--- src/rtl/ttl_mac_rewrite_stage_if.sv ---
// AXI-Stream bundle for the router output-port-lookup pipeline stages.
// The field names keep the original AXIS suffixes, so that S_AXIS.TDATA reads like S_AXIS_TDATA.
interface ttl_mac_rewrite_stage_if #(
  parameter int DATA_WIDTH = 256,
  parameter int USER_WIDTH = 128
);
  logic [DATA_WIDTH-1:0]   TDATA;
  logic [DATA_WIDTH/8-1:0] TSTRB;
  logic [USER_WIDTH-1:0]   TUSER;
  logic                    TVALID;
  logic                    TREADY;
  logic                    TLAST;

  modport master (output TDATA, TSTRB, TUSER, TVALID, TLAST, input TREADY);
  modport slave  (input TDATA, TSTRB, TUSER, TVALID, TLAST, output TREADY);
endinterface

--- src/rtl/ttl_mac_rewrite_stage.sv ---
// TTL decrement / checksum fix-up / source-MAC rewrite stage with one output register slice.
// Packets whose TTL expires are redirected to the CPU port of their ingress interface.
module ttl_mac_rewrite_stage #(
  parameter int C_AXIS_DATA_WIDTH  = 256,
  parameter int C_AXIS_TUSER_WIDTH = 128,
  parameter int SRC_PORT_POS       = 16,
  parameter int DST_PORT_POS       = 24
) (
  input  logic        AXI_ACLK,
  input  logic        reset,
  ttl_mac_rewrite_stage_if.slave  S_AXIS,
  ttl_mac_rewrite_stage_if.master M_AXIS,
  input  logic [31:0] mac0_low,
  input  logic [31:0] mac0_high,
  input  logic [31:0] mac1_low,
  input  logic [31:0] mac1_high,
  input  logic [31:0] mac2_low,
  input  logic [31:0] mac2_high,
  input  logic [31:0] mac3_low,
  input  logic [31:0] mac3_high,
  input  logic        clear_counters,
  output logic [31:0] fwd_count,
  output logic [31:0] ttl_exp_count,
  output logic [31:0] cpu_pass_count
);

  typedef enum logic {ST_HDR, ST_BODY} state_t;
  typedef enum logic [1:0] {CL_PASS, CL_EXPIRE, CL_FWD} cls_t;

  state_t state_q, state_d;
  cls_t   cls;
  logic   is_hdr;
  logic   accept;

  logic [C_AXIS_DATA_WIDTH-1:0]   tdata_q, tdata_d;
  logic [C_AXIS_DATA_WIDTH/8-1:0] tstrb_q;
  logic [C_AXIS_TUSER_WIDTH-1:0]  tuser_q, tuser_d;
  logic                           tvalid_q, tlast_q;

  logic [7:0]  dst_bits, src_bits;
  logic [15:0] etype, csum, csum_new;
  logic [7:0]  ttl;
  logic [16:0] sum17;
  logic [47:0] egress_mac;

  // Only the low 16 bits of each high word carry MAC bits.
  logic unused_mac_high;
  assign unused_mac_high = &{1'b0, mac0_high[31:16], mac1_high[31:16],
                             mac2_high[31:16], mac3_high[31:16]};

  assign S_AXIS.TREADY = !tvalid_q || M_AXIS.TREADY;
  assign accept        = S_AXIS.TVALID && S_AXIS.TREADY;

  assign M_AXIS.TDATA  = tdata_q;
  assign M_AXIS.TSTRB  = tstrb_q;
  assign M_AXIS.TUSER  = tuser_q;
  assign M_AXIS.TVALID = tvalid_q;
  assign M_AXIS.TLAST  = tlast_q;

  always_ff @(posedge AXI_ACLK) begin
    if (reset) state_q <= ST_HDR;
    else       state_q <= state_d;
  end

  always_comb begin
    state_d = state_q;
    if (accept) state_d = S_AXIS.TLAST ? ST_HDR : ST_BODY;
  end

  always_comb begin
    is_hdr = (state_q == ST_HDR);
  end

  always_comb begin
    dst_bits = S_AXIS.TUSER[DST_PORT_POS +: 8];
    src_bits = S_AXIS.TUSER[SRC_PORT_POS +: 8];
    etype    = S_AXIS.TDATA[159:144];
    ttl      = S_AXIS.TDATA[79:72];
    csum     = S_AXIS.TDATA[63:48];

    if ((dst_bits[1] || dst_bits[3] || dst_bits[5] || dst_bits[7]) ||
        !(dst_bits[0] || dst_bits[2] || dst_bits[4] || dst_bits[6]) ||
        (etype != 16'h0800))
      cls = CL_PASS;
    else if (ttl <= 8'd1)
      cls = CL_EXPIRE;
    else
      cls = CL_FWD;

    if (dst_bits[0])      egress_mac = {mac0_high[15:0], mac0_low};
    else if (dst_bits[2]) egress_mac = {mac1_high[15:0], mac1_low};
    else if (dst_bits[4]) egress_mac = {mac2_high[15:0], mac2_low};
    else                  egress_mac = {mac3_high[15:0], mac3_low};

    // Decrementing TTL (high byte of its header word) adds 0x0100 to the ones'-complement checksum.
    sum17    = {1'b0, csum} + 17'h00100;
    csum_new = sum17[15:0] + {15'd0, sum17[16]};

    tdata_d = S_AXIS.TDATA;
    tuser_d = S_AXIS.TUSER;
    if (is_hdr) begin
      case (cls)
        CL_FWD: begin
          tdata_d[79:72]   = ttl - 8'd1;
          tdata_d[63:48]   = csum_new;
          tdata_d[207:160] = egress_mac;
        end
        CL_EXPIRE: begin
          if (src_bits[0])      tuser_d[DST_PORT_POS +: 8] = 8'b0000_0010;
          else if (src_bits[2]) tuser_d[DST_PORT_POS +: 8] = 8'b0000_1000;
          else if (src_bits[4]) tuser_d[DST_PORT_POS +: 8] = 8'b0010_0000;
          else if (src_bits[6]) tuser_d[DST_PORT_POS +: 8] = 8'b1000_0000;
        end
        default: ;
      endcase
    end
  end

  always_ff @(posedge AXI_ACLK) begin
    if (reset) begin
      tdata_q  <= '0;
      tstrb_q  <= '0;
      tuser_q  <= '0;
      tvalid_q <= 1'b0;
      tlast_q  <= 1'b0;
    end else begin
      if (accept) begin
        tdata_q <= tdata_d;
        tstrb_q <= S_AXIS.TSTRB;
        tuser_q <= tuser_d;
        tlast_q <= S_AXIS.TLAST;
      end
      if (accept)              tvalid_q <= 1'b1;
      else if (M_AXIS.TREADY)  tvalid_q <= 1'b0;
    end
  end

  always_ff @(posedge AXI_ACLK) begin
    if (reset || clear_counters) begin
      fwd_count      <= '0;
      ttl_exp_count  <= '0;
      cpu_pass_count <= '0;
    end else if (accept && is_hdr) begin
      case (cls)
        CL_FWD:    fwd_count      <= fwd_count + 32'd1;
        CL_EXPIRE: ttl_exp_count  <= ttl_exp_count + 32'd1;
        default:   cpu_pass_count <= cpu_pass_count + 32'd1;
      endcase
    end
  end

endmodule

--- src/flat_wrapper.sv ---
// flat-port wrapper written by rule: the top's interface ports become plain ports
module ttl_mac_rewrite_stage_flat 
#(
  parameter int C_AXIS_DATA_WIDTH  = 256,
  parameter int C_AXIS_TUSER_WIDTH = 128,
  parameter int SRC_PORT_POS       = 16,
  parameter int DST_PORT_POS       = 24
)
  (AXI_ACLK, reset, mac0_low, mac0_high, mac1_low, mac1_high, mac2_low, mac2_high, mac3_low, mac3_high, clear_counters, fwd_count, ttl_exp_count, cpu_pass_count, S_AXIS_TDATA, S_AXIS_TSTRB, S_AXIS_TUSER, S_AXIS_TVALID, S_AXIS_TLAST, S_AXIS_TREADY, M_AXIS_TDATA, M_AXIS_TSTRB, M_AXIS_TUSER, M_AXIS_TVALID, M_AXIS_TLAST, M_AXIS_TREADY);
  ttl_mac_rewrite_stage_if #(.DATA_WIDTH(256), .USER_WIDTH(128)) S_AXIS_i ();
  ttl_mac_rewrite_stage_if #(.DATA_WIDTH(256), .USER_WIDTH(128)) M_AXIS_i ();
  input  logic AXI_ACLK;
  input  logic reset;
  input  logic [31:0] mac0_low;
  input  logic [31:0] mac0_high;
  input  logic [31:0] mac1_low;
  input  logic [31:0] mac1_high;
  input  logic [31:0] mac2_low;
  input  logic [31:0] mac2_high;
  input  logic [31:0] mac3_low;
  input  logic [31:0] mac3_high;
  input  logic clear_counters;
  output logic [31:0] fwd_count;
  output logic [31:0] ttl_exp_count;
  output logic [31:0] cpu_pass_count;
  input wire logic [$bits(S_AXIS_i.TDATA)-1:0] S_AXIS_TDATA;
  input wire logic [$bits(S_AXIS_i.TSTRB)-1:0] S_AXIS_TSTRB;
  input wire logic [$bits(S_AXIS_i.TUSER)-1:0] S_AXIS_TUSER;
  input wire logic [$bits(S_AXIS_i.TVALID)-1:0] S_AXIS_TVALID;
  input wire logic [$bits(S_AXIS_i.TLAST)-1:0] S_AXIS_TLAST;
  output wire logic [$bits(S_AXIS_i.TREADY)-1:0] S_AXIS_TREADY;
  output wire logic [$bits(M_AXIS_i.TDATA)-1:0] M_AXIS_TDATA;
  output wire logic [$bits(M_AXIS_i.TSTRB)-1:0] M_AXIS_TSTRB;
  output wire logic [$bits(M_AXIS_i.TUSER)-1:0] M_AXIS_TUSER;
  output wire logic [$bits(M_AXIS_i.TVALID)-1:0] M_AXIS_TVALID;
  output wire logic [$bits(M_AXIS_i.TLAST)-1:0] M_AXIS_TLAST;
  input wire logic [$bits(M_AXIS_i.TREADY)-1:0] M_AXIS_TREADY;
  assign S_AXIS_i.TDATA = S_AXIS_TDATA;
  assign S_AXIS_i.TSTRB = S_AXIS_TSTRB;
  assign S_AXIS_i.TUSER = S_AXIS_TUSER;
  assign S_AXIS_i.TVALID = S_AXIS_TVALID;
  assign S_AXIS_i.TLAST = S_AXIS_TLAST;
  assign S_AXIS_TREADY = S_AXIS_i.TREADY;
  assign M_AXIS_TDATA = M_AXIS_i.TDATA;
  assign M_AXIS_TSTRB = M_AXIS_i.TSTRB;
  assign M_AXIS_TUSER = M_AXIS_i.TUSER;
  assign M_AXIS_TVALID = M_AXIS_i.TVALID;
  assign M_AXIS_TLAST = M_AXIS_i.TLAST;
  assign M_AXIS_i.TREADY = M_AXIS_TREADY;
  ttl_mac_rewrite_stage #(.C_AXIS_DATA_WIDTH(C_AXIS_DATA_WIDTH), .C_AXIS_TUSER_WIDTH(C_AXIS_TUSER_WIDTH), .SRC_PORT_POS(SRC_PORT_POS), .DST_PORT_POS(DST_PORT_POS)) u_core (.AXI_ACLK(AXI_ACLK), .reset(reset), .S_AXIS(S_AXIS_i), .M_AXIS(M_AXIS_i), .mac0_low(mac0_low), .mac0_high(mac0_high), .mac1_low(mac1_low), .mac1_high(mac1_high), .mac2_low(mac2_low), .mac2_high(mac2_high), .mac3_low(mac3_low), .mac3_high(mac3_high), .clear_counters(clear_counters), .fwd_count(fwd_count), .ttl_exp_count(ttl_exp_count), .cpu_pass_count(cpu_pass_count));
endmodule
--- config.mk ---
export PLATFORM = sky130hd
export DESIGN_NAME = ttl_mac_rewrite_stage_flat
export DESIGN_NICKNAME = d
export VERILOG_FILES = /design/src/rtl/ttl_mac_rewrite_stage_if.sv /design/src/rtl/ttl_mac_rewrite_stage.sv /design/src/flat_wrapper.sv
export SDC_FILE = /design/constraint.sdc
export NUM_CORES = 1
export LEC_CHECK = 0
export CORE_AREA = 2 2 469 471
export DETAILED_ROUTE_END_ITERATION = 16
export DIE_AREA = 0 0 471 473
export PLACE_DENSITY_LB_ADDON = 0.2
export SYNTH_ARGS = -nofsm -noshare
export SYNTH_HDL_FRONTEND = slang
export SYNTH_SLANG_ARGS = --single-unit
export TNS_END_PERCENT = 100
--- constraint.sdc ---
create_clock -name AXI_ACLK -period 3.9 [get_ports AXI_ACLK]
set_input_delay 0.78 -clock AXI_ACLK [delete_from_list [all_inputs] [get_ports AXI_ACLK]]
set_output_delay 0.78 -clock AXI_ACLK [all_outputs]
set_load 0.005 [all_outputs]
; Word-level counts from Yosys, hierarchy flattened
; Cells that the tools add are included.
[totals]
reg_bits = 515
latchBits = 0
ram_bits = 0
romBits = 0
word_cells = 60
mem_count = 0
[op_classes]
add_sub_neg = 6
n_mul = 0
n_div = 0
magnitude_cmp = 1
n_eq_ne = 3
shift = 0
n_mux = 20
n_bitwise = 2
n_reduce_logical = 19
[ops]
columns = cell, n
row1 = $mux 48, 5
row2 = $add 32x1->32 const B, 3
row3 = $mux 8, 8
row4 = $mux 16, 2
row5 = $add 16x9->17 const B, 1
row6 = $add 16x1->16, 1
row7 = $ne 16x12->1 const B, 1
row8 = $logic_or 1x1->1, 10
row9 = $le 8x1->1 const B, 1
row10 = $sub 8x1->8 const B, 1
row11 = $reduce_and 2->1, 3
row12 = $mux 2, 2
row13 = $mux 1, 3
row14 = $eq 2x1->1 const B, 1
row15 = $eq 2x2->1 const B, 1
row16 = $logic_and 1x1->1, 2
row17 = $logic_not 1->1, 2
row18 = $not 1->1, 2
row19 = $reduce_bool 2->1, 1
row20 = $reduce_or 2->1, 1

; Logic depth before layout (Yosys ltp)
[logic_depth]
word_depth = 11
ltp_mapped = 11

; Worst setup path before layout
; OpenSTA, ideal clock, no wires.
[synth_path]
path_type = input port to flip-flop
start = input S_AXIS_TDATA[56]
end = register u_core.tdata_q[62] (netlist: u_core.M_AXIS.TDATA[62])
setup_time_ns = 0.074
t_arrival_ns = 2.966
required_time_ns = 3.826
slack_ns = 0.860
stages = 11
n_path_buf = 1
cell_sequence = ha_1 > clkbuf_1 > nand3_1 > nor3_1 > ha_1 > ha_1 > and4_1 > nand3_1 > a211o_1 > or4_1 > a31oi_1
[synth_between]
elab_chain_len = 4
[synth_lines]
columns = item, line_no
row1 = "start, declared", flat_wrapper.sv:26  ; input wire logic [$bits(S_AXIS_i.TDATA)-1:0] S_AXIS_TDATA;
row2 = $add 16x9->17, ttl_mac_rewrite_stage.sv:96  ; sum17 = {1'b0, csum} + 17'h00100;
row3 = $add 16x1->16, ttl_mac_rewrite_stage.sv:97  ; csum_new = sum17[15:0] + {15'd0, sum17[16]};
row4 = $mux 16, ttl_mac_rewrite_stage.sv:102  ; case (cls)
row5 = $mux 16, ttl_mac_rewrite_stage.sv:101  ; if (is_hdr) begin
row6 = "end signal, assigned", ttl_mac_rewrite_stage.sv:128  ; tdata_q <= tdata_d;
row7 = "end, declared", ttl_mac_rewrite_stage.sv:35  ; logic [C_AXIS_DATA_WIDTH-1:0] tdata_q, tdata_d;
; No other way between the ends.
; A chain may end at the register's enable or synchronous reset.

; Worst setup path after layout
[layout_path]
start = input S_AXIS_TDATA[144]
end = register u_core.tdata_q[171] (netlist: u_core.M_AXIS.TDATA[171])
[layout_between]
elab_chain_len = 6
[layout_lines]
columns = item, line_no
row1 = $ne 16x12->1, ttl_mac_rewrite_stage.sv:83  ; (etype != 16'h0800))
row2 = $logic_or 1x1->1, ttl_mac_rewrite_stage.sv:82  ; !(dst_bits[0] || dst_bits[2] || dst_bits[4] || dst_bits[6]) ||
row3 = $mux 2, ttl_mac_rewrite_stage.sv:81  ; if ((dst_bits[1] || dst_bits[3] || dst_bits[5] || dst_bits[7]) ||
row4 = $eq 2x2->1, ttl_mac_rewrite_stage.sv:102
row5 = $mux 48, ttl_mac_rewrite_stage.sv:102
row6 = $mux 48, ttl_mac_rewrite_stage.sv:101
; No other way between the ends.

==> impl_metrics.toml <==
[global_route]
initial_antenna_violation_count = 59
via_count_of_the_first_global_routing_pass = 23993
grt_first_pass_wirelength_mm = 202
grt_start_max_net_pins = 170
globalRouteTotalUtil_pct = 12.8
grt_overflow = 0

[cells_and_area]
fin_area_um2 = 39600
final.fill_count = 24571
layout.core_utilization_pct = 18.1
fin_nets = 4527
area_growth_pct = 82.5
drive_gt1_share_pct = 7.90
stdcell_count = 6775

[placed_design]
gp_congestion = 0.801
dp_hpwl_mm = 118
pre_cts_slack_ns = -0.369
detailed_place.area_um2 = 37000
port_buffers = 1128
dp.cells = 6633

[die]
dieArea_um2 = 223000
std_cell_rows = 172
die_height_um = 473
coreArea_um2 = 218000
ioPinCount = 1193
die_x_um = 471
initial_core_utilization_pct = 9.93

[pwr]
worst_ir_drop_vdd_mv = 0.275
total_power_draw_uw = 15200
power_per_cell_area_nw_per_um2 = 384
leakagePower_uw = 0.0136

[worst_setup_path]
path_class = "input port to register"
setup.worst_path.start_class = "input port"
worst_path_max_delay_cell = "sky130_fd_sc_hd__nor4b_1"
critPathBufInv = 4
ff_to_ff_start = "u_core.cpu_pass_count[4]$_SDFFE_PP0P_"
cpPeakStageDelay_ns = 0.90
path_cells = "clkdlybuf4s50_1 -> nor4b_1 -> buf_4 -> and4_1 -> nand4_1 -> buf_12 -> buf_12 -> a211oi_1 -> o31ai_1"
critical-path-top-delay-family = "simple AND/OR/NAND/NOR gates"
crit_start = "S_AXIS_TDATA[144]"
cp.arrival_ns = 4.00
worstPathMaxFanout = 25
setup.worst_path.end_class = "register"
worst_ep_required_time_ns = 4.45
timing.critical_path.mode_cell = "sky130_fd_sc_hd__buf_12"

[synthesis]
ys.flop_type = "sky130_fd_sc_hd__dfxtp_1"
count_of_flip_flops_with_a_built_in_enable_after_synthesis = 0
post_synthesis_instance_area_um2 = 21700
synth_top_cell_area_share_pct = 47.6
ys_warn_count = 0
post_synth_num_cell_types = 55
yosys.cell_count.top_type = "sky130_fd_sc_hd__nand2_1"
cell_accounting_for_the_most_synthesized_area = "sky130_fd_sc_hd__dfxtp_1"
ys_seq_area_share_pct = 47.6
async_reset_ff_share_pct = 0
post_synth.cell_area_avg_um2 = 7.95
post_synth_main_area_contributors = "sky130_fd_sc_hd__dfxtp_1 48%, sky130_fd_sc_hd__nand2_1 13%, sky130_fd_sc_hd__a21oi_1 9.2%, sky130_fd_sc_hd__clkbuf_1 3.3%, sky130_fd_sc_hd__o31ai_1 2.9%"
synth_seq_cells = 515
postSynthCellCount = 2727
synthesis.nets = 3415
post_synth_most_frequent_cells = "741 x sky130_fd_sc_hd__nand2_1, 515 x sky130_fd_sc_hd__dfxtp_1, 397 x sky130_fd_sc_hd__a21oi_1, 192 x sky130_fd_sc_hd__clkbuf_1, 144 x sky130_fd_sc_hd__nor2_1"

[drt]
ant_nets = 0
vias_per_cell = 3.61
drt_iter0_markers = 1261
drt_drc_violations_left = 0
route.detailed.wl_per_inst_um = 22.0
routed_wl_mm = 149
drtPass1Iterations = 5
vias = 24437

[timing]
max_slew.worst_pin.slew_ns = 1.05
post-route-min-period_ns = 3.45
final_critical_path_setup_slack_ns = 0.453
clock-skew-final_ns = 0.0355
setup-violations-final = 0
final-hold-violation-count = 0
rsz0062_at_grt = "no"
fmaxAchievable_mhz = 290
maxSlewHeadroom_pct = 30.1
min_period_over_period_pct = 88.4
timing_max_transition_violations_final = 0

[cts]
cts_setup_buffers = 0
h-tree-depth = 3
cts.hold.buffers_added = 0
cts_tree = "yes"
root_buf_cell = "sky130_fd_sc_hd__clkbuf_16"
clock_insertion_delay_worst_skew_ns = 0.67
cts_buffers = 75
tritoncts_num_sinks = 515
cts-root-to-sink-buffers = 3
ctsResizeCount = 0
clock_transition_at_the_register_clock_pins_on_the_worst_setup_and_hold_paths_after_cts_ns = 0.06

[run]
drv.max_cap_violation_count = 0

[run_status]
outcome = "finished, final reports clean"

[worst_hold_path]
min_path_type = "register to register"
min-delay-start = "u_core.M_AXIS.TDATA[147]$_SDFFE_PP0P_"
-- power breakdown --
part / internal [uW] / leakage [uW] / switching (uW) / total [uW]
registers: 5530 / 0.00422 / 153 / 5680
clock network: 4250 / 0.00123 / 2870 / 7120
logic: 1290 / 0.00817 / 1110 / 2390
-- layout by cell type (no fill, tap or decap), types with 16 or more instances in the layout --
cell,netlist,final
sky130_fd_sc_hd__nand2_1,741,739
sky130_fd_sc_hd__and3_1,20,20
sky130_fd_sc_hd__clkdlybuf4s50_1,0,1124
sky130_fd_sc_hd__or3_1,45,45
sky130_fd_sc_hd__buf_12,0,26
sky130_fd_sc_hd__nand4_1,29,29
sky130_fd_sc_hd__dfxtp_1,515,515
sky130_fd_sc_hd__buf_4,0,98
sky130_fd_sc_hd__mux2_2,48,48
sky130_fd_sc_hd__mux2i_1,60,60
sky130_fd_sc_hd__clkbuf_1,192,17
sky130_fd_sc_hd__a31oi_1,18,18
sky130_fd_sc_hd__a211oi_1,56,56
sky130_fd_sc_hd__a21oi_1,397,397
sky130_fd_sc_hd__nor2_1,144,142
sky130_fd_sc_hd__o31ai_1,84,84
sky130_fd_sc_hd__nor4_1,21,16
sky130_fd_sc_hd__clkbuf_8,0,22
sky130_fd_sc_hd__inv_1,22,21
sky130_fd_sc_hd__o21ai_0,48,48
sky130_fd_sc_hd__or4_1,42,42
sky130_fd_sc_hd__nand3_1,85,85
sky130_fd_sc_hd__clkbuf_16,0,77
-- worst paths after layout --
kind	end	slack, ns	cells after the start
max	u_core.M_AXIS.TDATA[171]$_SDFFE_PP0P_	0.45	9
min	u_core.M_AXIS.TDATA[147]$_SDFFE_PP0P_	0.45	2
min reg2reg	u_core.M_AXIS.TDATA[147]$_SDFFE_PP0P_	0.45	2
max reg2reg	u_core.cpu_pass_count[26]$_SDFFE_PP0P_	1.19	5
-- worst reg2reg max path, delay by kind of cell, from the launching register on --
kind               cells  cell delay [ns]
and+or+nand+nor        4             2.05
AOI/OAI and AO/OA      1             0.15
DFF                    1             0.42
-- state kept, by name (all words and copies together) (netlist names) --
name / flops
u_core.M_AXIS.TUSER: 128
u_core.M_AXIS.TDATA: 256
u_core.M_AXIS.TLAST: 1
u_core.cpu_pass_count: 32
u_core.M_AXIS.TVALID: 1
u_core.M_AXIS.TSTRB: 32
u_core.fwd_count: 32
u_core.state_q: 1
u_core.ttl_exp_count: 32
-- area by class of cell --
class | instances | area [um^2] | area share (%)
sequential | 515 | 10300 | 26.1
multi-input combinational | 1975 | 10500 | 26.6
inverter | 22 | 82.6 | 0.209
clock inverter | 19 | 223 | 0.563
timing repair buffer | 1250 | 12500 | 31.7
antenna | 7 | 17.5 | 0.0443
tap | 2871 | 3590 | 9.08
clock buffer | 116 | 2290 | 5.80
-- logic make-up (layout without fill, tap and decap cells) --
| kind of cell | Yosys count | in the layout | share of synthesized area (%) |
|---|---|---|---|
| compound gates | 661 | 661 | 18.0 |
| xor+xnor | 20 | 20 | 0.808 |
| fa+ha+maj | 10 | 10 | 0.577 |
| buf+inv | 237 | 1407 | 4.16 |
| flops | 515 | 515 | 47.6 |
| mux | 108 | 108 | 5.27 |
| other cells | 0 | 7 | 0 |
| simple gates | 1176 | 1176 | 23.6 |
-- metrics by stage --
step                      hold WS (ns)  setup TNS (ns)
after floorplan                  0.449               0
after global placement           0.442           -3.56
after detailed placement         0.446           -3.78
after CTS                        0.405               0
after global routing             0.436               0
final                            0.452               0
-- routing by layer --
metal | wire length, um | global-route usage [%]
met1 | 60500 | 14.8
met4 | 2460 | 2.44
met5 | 275 | 0
met2 | 72600 | 22.3
met3 | 13600 | 5.14
Power figures use the tool's default switching activity.
